### config.mk
export PLATFORM = sky130hd
export DESIGN_NAME = dmem_arbiter
export DESIGN_NICKNAME = d
export VERILOG_FILES = /design/src/rtl/dmem_arb_pkg.sv /design/src/rtl/dmem_arb_stats.sv /design/src/rtl/dmem_arbiter.sv
export SDC_FILE = /design/constraint.sdc
export NUM_CORES = 1
export LEC_CHECK = 0
export BUFFER_PORTS_ARGS = -buffer_cell sky130_fd_sc_hd__buf_2
export CAP_MARGIN = 20
export CORE_AREA = 5 5 112 114
export DETAILED_ROUTE_END_ITERATION = 12
export DIE_AREA = 0 0 117 119
export GPL_ROUTABILITY_DRIVEN = 0
export HOLD_SLACK_MARGIN = 0.12
export PLACE_DENSITY_LB_ADDON = 0.15
export REMOVE_ABC_BUFFERS = 1
export SYNTH_ARGS = -nofsm -noshare
export SYNTH_HDL_FRONTEND = slang
export SYNTH_SLANG_ARGS = --single-unit
### constraint.sdc
create_clock -name clk -period 5.45 [get_ports clk]
set_clock_uncertainty 0.05 [all_clocks]
set_input_delay 1.09 -clock clk [delete_from_list [all_inputs] [get_ports clk]]
set_output_delay 1.09 -clock clk [all_outputs]
set_load 0.03 [all_outputs]
### src/rtl/dmem_arb_pkg.sv
// Shared encodings for the data-memory arbiter: owner/state values and burst counter sizing.
package dmem_arb_pkg;

  typedef enum logic [1:0] {
    OWN_IDLE = 2'd0,
    OWN_CORE = 2'd1,
    OWN_DMA  = 2'd2
  } owner_e;

  // Burst counter must hold 0..max_burst inclusive.
  function automatic int burst_cnt_w(input int max_burst);
    return $clog2(max_burst + 1);
  endfunction

endpackage

### src/rtl/dmem_arb_stats.sv
// Saturating event counters for core stall cycles and DMA wait cycles.
// Latency: counts appear one cycle after the event; no backpressure.
module dmem_arb_stats (
  input  logic        clk,
  input  logic        rst,
  input  logic        core_stall_evt,
  input  logic        dma_wait_evt,
  output logic [31:0] stat_core_stall,
  output logic [31:0] stat_dma_wait
);

  always_ff @(posedge clk or negedge rst) begin
    if (!rst) begin
      stat_core_stall <= '0;
      stat_dma_wait   <= '0;
    end else begin
      if (core_stall_evt && !(&stat_core_stall)) stat_core_stall <= stat_core_stall + 32'd1;
      if (dma_wait_evt && !(&stat_dma_wait))     stat_dma_wait   <= stat_dma_wait + 32'd1;
    end
  end

endmodule

### src/rtl/dmem_arbiter.sv
// Core/DMA arbiter for the single data-memory port; optional counters under DMEM_ARB_STATS_EN.
// Latency: zero-cycle grant, mux and stall from inputs plus registered owner/burst state.
// Backpressure: losing core sees core_stall; DMA sees dma_gnt low and must hold its request.
module dmem_arbiter
  import dmem_arb_pkg::*;
#(
  parameter int ADDR_W    = 32,
  parameter int DATA_W    = 32,
  parameter int MAX_BURST = 8
) (
  input  logic              clk,
  input  logic              rst,
  input  logic              core_req,
  input  logic              core_we,
  input  logic [ADDR_W-1:0] core_addr,
  input  logic [DATA_W-1:0] core_wdata,
  output logic [DATA_W-1:0] core_rdata,
  output logic              core_stall,
  input  logic              dma_req,
  input  logic              dma_we,
  input  logic [ADDR_W-1:0] dma_addr,
  input  logic [DATA_W-1:0] dma_wdata,
  output logic [DATA_W-1:0] dma_rdata,
  output logic              dma_gnt,
  output logic              mem_we,
  output logic [ADDR_W-1:0] mem_addr,
  output logic [DATA_W-1:0] mem_wdata,
  input  logic [DATA_W-1:0] mem_rdata
`ifdef DMEM_ARB_STATS_EN
  ,
  output logic [31:0]       stat_core_stall,
  output logic [31:0]       stat_dma_wait
`endif
);

  localparam int BW = burst_cnt_w(MAX_BURST);
  localparam logic [BW-1:0] BURST_MAX = BW'(MAX_BURST);

  owner_e        last, last_nxt;
  logic [BW-1:0] burst_cnt, burst_nxt;
  logic          core_gnt, dma_sel;

  always_ff @(posedge clk or negedge rst) begin
    if (!rst) begin
      last      <= OWN_IDLE;
      burst_cnt <= '0;
    end else begin
      last      <= last_nxt;
      burst_cnt <= burst_nxt;
    end
  end

  // Grant decision; nothing is granted while reset is asserted.
  always_comb begin
    core_gnt = 1'b0;
    dma_sel  = 1'b0;
    if (rst) begin
      if (core_req && dma_req) begin
        unique case (last)
          OWN_CORE: dma_sel = 1'b1;
          OWN_DMA: begin
            if (burst_cnt < BURST_MAX) dma_sel = 1'b1;
            else                       core_gnt = 1'b1;
          end
          default: core_gnt = 1'b1;
        endcase
      end else if (core_req) begin
        core_gnt = 1'b1;
      end else if (dma_req) begin
        dma_sel = 1'b1;
      end
    end
  end

  // Burst length saturates so a DMA-only stream runs uncapped until the core shows up.
  always_comb begin
    last_nxt  = OWN_IDLE;
    burst_nxt = '0;
    if (dma_sel) begin
      last_nxt = OWN_DMA;
      if (last != OWN_DMA)             burst_nxt = BW'(1);
      else if (burst_cnt == BURST_MAX) burst_nxt = burst_cnt;
      else                             burst_nxt = burst_cnt + BW'(1);
    end else if (core_gnt) begin
      last_nxt = OWN_CORE;
    end
  end

  always_comb begin
    mem_addr   = dma_sel ? dma_addr  : core_addr;
    mem_wdata  = dma_sel ? dma_wdata : core_wdata;
    mem_we     = dma_sel ? dma_we    : (core_gnt & core_we);
    core_rdata = mem_rdata;
    dma_rdata  = mem_rdata;
    core_stall = rst & core_req & ~core_gnt;
    dma_gnt    = dma_sel;
  end

`ifdef DMEM_ARB_STATS_EN
  dmem_arb_stats u_stats (
    .clk             (clk),
    .rst             (rst),
    .core_stall_evt  (core_stall),
    .dma_wait_evt    (dma_req & ~dma_gnt),
    .stat_core_stall (stat_core_stall),
    .stat_dma_wait   (stat_dma_wait)
  );
`endif

endmodule

==> results.md <==
Global route:
- The largest net degree at the start of global routing is 38.
- The global routing usage summed across all routing layers is 11.4%.
- The number of global-route vias before repair is 1957.
- The initial antenna violation count is 0.
- The total overflow left after global routing is 0.
- The first global-routing pass estimated 11800 um of wire.

Yosys:
- The mapped netlist covers 1870 um^2.
- The mean cell area of the mapped netlist is 10.5 um^2.
- The simple-gate portion of the synthesized area is 4.75%.
- The count of warnings emitted by yosys is 0.
- By area, the combinational part of the netlist is dominated by multiplexers.
- Of all cell types, the one taking the most synthesized area is mux2_4.
- For this run, the register share of the synthesized area comes to 8.02%.
- The number of cells produced by synthesis is 179.
- The number of distinct library cells after synthesis is 29.
- The fraction of synthesized cell area in xor and xnor cells is 0.936%.
- The area share of the largest cell type after synthesis is 31.3%.
- Sorting the synthesized cells by area gives the leading types as mux2_4 (31%), buf_4 (26%), mux2_2 (15%).
- The flip-flop and latch count after synthesis is 6.
- The fraction of the mapped netlist area in compound gates is 4.61%.
- The multiplexer area fraction after synthesis is 46.9%.
- The adder-cell share of the synthesized area is 2.67%.

STA:
- Setup repair after global routing left no endpoint under its margin.
- The max-slew violation count came to 0.
- For the pin with the worst max-slew slack, the measured transition is 0.530 ns.
- The count of final setup violators is 0.
- Of the available clock period, the critical path in the final layout requires 70.2%.
- The minimum clock period is 3.83 ns.
- The worst max-slew margin expressed relative to the limit is 64.6%.
- The maximum clock rate is 261 MHz.
- The number of failing hold endpoints at the final stage is 0.
- The worst hold-check slack is 0.548 ns.

Cells and area:
- The layout has 1262 filler cells.
- Leaving out fill and tap cells, the most frequent cells in the layout are buf_2 (200), mux2_4 (39), mux2_2 (25).
- The layout cell share with drive strength beyond 1 is 87.2%.
- Summing all flip-flop and latch instances after layout gives 150 um^2.
- The commonest non-fill, non-tap cell in the layout is buf_2.
- The number of diodes added for antenna fixing is 0.
- The final core utilization is 22.7%.
- The area growth from synthesis to layout is 37.5%.
- In the final design database the tool counted 485 nets.
- The footprint of the multi-input gates is 1130 um^2.

Route:
- The detail route stage leaves a number of antenna-violating nets equal to 0.
- The number of iterations in the first detailed-routing pass is 6.
- The DRC violations left is 0.
- In the routed layout, each cell is associated on average with a via count of 4.01.
- Wires add up to 8810 um.
- After detailed routing, the average wire length per cell comes to 19.3 um.
- The via count of the routed design is 1829.
- The detailed router finished its first iteration with 35 violations.

Placement:
- After legalization and detailed placement, the total HPWL measured 7980 um.
- Input and output buffers added on the ports amount to 200.

Clock network:
- The clock tree root driver cell is clkbuf_16.
- Once the clock tree was built, the resizer swapped 0 gates to a different size.
- The largest buffer count on any clock path is 2.
- The clock sink total is 6.
- After clock tree synthesis, the clock-pin slew on the worst setup and hold paths is 0.03 ns.
- The hold buffer count at CTS is 0.
- In this run the number of H-tree levels came out at 1.
- Buffers inserted during clock tree synthesis total 3.
- After clock tree synthesis, the setup repair step added 0 buffers.
- The TritonCTS clock tree is yes.
- The insertion delay to the later sink of the worst-skew pair is 0.23 ns.

Worst setup path:
- The kind of launch point of the worst setup path is an input pin.
- For flop-to-flop paths, the worst setup slack is 3.56 ns.
- The largest single stage delay on the critical path is 0.47 ns.
- Traced cell by cell, the critical path runs through buf_2, and2_1, o211ai_4, buf_4, mux2_2, buf_2.
- For this design, the slowest cell found on the critical path is buf_4.
- The sort of element at the end of the critical path is an output pin.
- Of all nets on the critical path, the largest fanout is 37.
- At the worst endpoint, the arrival time is 2.69 ns.
- The dominant cell type by count on the critical path is buf_2.
- The required time at the endpoint of the critical path is 4.31 ns.
- The critical path is of the input pin to output pin type.
- The cell family contributing the most delay on the critical path is buffers and inverters.
- The number of buffers and inverters on the critical path is 3.

Die:
- The chip height is 119 um.
- 297 I/O pins were placed.
- For this configuration, the core starts out at a cell density of 16.5%.
- The area of the placeable core is 11300 um^2.
- The overall die area is 13900 um^2.
- The number of placement rows is 39.
- The die is 117 um wide.

Min path:
- The path class of the tightest hold or removal check is flop to flop.

Flow run:
- Max-cap violations in this run came to 0.

Run status:
- The run finished with clean final reports.

Pwr:
- VDD sags by at most 0.118 mV.
- Power spread over the standard cell area amounts to 159 nW/um^2.
- The leakage power is 1.50 nW.
-- cell type report --
type | instances | share of cell area [%]
flip-flops and latches | 6 | 5.83
well taps | 143 | 6.95
repair buffers | 202 | 39.5
multi-input cells | 96 | 43.9
inverters | 6 | 0.972
clock buffers | 3 | 2.92
-- cells by family (layout without fill, tap and decap cells) --
kind of cell / count (synthesis) / after routing
xor+xnor: 2 / 2
simple gates: 15 / 15
compound gates: 10 / 10
fa+ha+maj: 4 / 4
buf+inv: 77 / 211
mux: 65 / 65
flops: 6 / 6
-- power breakdown --
group / internal (W) / switching, W / total [W] / leakage (nW)
sequential: 0.0000461 / 0.00000117 / 0.0000472 / 0.0822
combinational: 0.000110 / 0.000134 / 0.000244 / 1.38
clock: 0.0000941 / 0.0000239 / 0.000118 / 0.0370
-- cells in the mapped netlist --
library cell  number
a211oi_1           2
a21boi_0           1
a21oi_1            2
a221oi_1           1
and2_1             1
buf_12             3
buf_2              2
buf_4             64
buf_6              1
buf_8              1
dfrtp_1            6
ha_1               4
inv_1              5
inv_4              1
mux2_2            25
mux2_4            39
mux2i_1            1
nand2_1            5
nand2b_1           4
nand3_1            1
nand3b_1           2
nor2b_4            1
nor3_1             1
o2111ai_1          1
o211ai_2           1
o21bai_1           1
o41ai_2            1
xnor2_1            1
xor2_1             1
-- through the flow --
step | setup TNS [ns] | cell area (um^2) | power [W] | setup WS [ns] | instances
after floorplan | -0.321 | 1290 | 0.000207 | -0.321 | 108
after global placement | 0 | 2500 | 0.000295 | 1.59 | 453
after detailed placement | 0 | 2500 | 0.000295 | 1.60 | 453
after CTS | 0 | 2570 | 0.000415 | 1.59 | 456
after global routing | 0 | 2570 | 0.000432 | 1.44 | 456
final | 0 | 2570 | 0.000409 | 1.62 | 456
-- final timing paths --
check / startpoint / endpoint / cells after the start
worst max-delay path: rst / mem_addr[15] / 6
worst min-delay path: burst_cnt[2] / burst_cnt[2] / 2
worst max register to register: last[0] / last[0] / 7
worst min register to register: burst_cnt[2] / burst_cnt[2] / 2
max in group asynchronous: rst / burst_cnt[3] / 1
min in group asynchronous: rst / last[0] / 1
-- sequential cells by signal, indices dropped and copies added (netlist names) --
register / cells
burst_cnt: 4
last: 2
-- per-layer routing --
| metal | wire [um] | GRT usage [%] | up-vias |
|---|---|---|---|
| li1 | - | - | 824 |
| met1 | 3140 | 12.7 | 809 |
| met2 | 3570 | 15.3 | 186 |
| met3 | 2000 | 11.6 | 8 |
| met4 | 36 | 1.36 | 2 |
| met5 | 68 | 5.19 | - |
-- worst register-to-register path: stages (launching register included) --
cell,delay [ns]
dfrtp_1,0.35
inv_1,0.05
ha_1,0.25
nor2b_4,0.17
o211ai_4,0.19
buf_4,0.47
inv_4,0.08
nor3_1,0.19
Note: power is estimated with default switching activity, not from simulation.
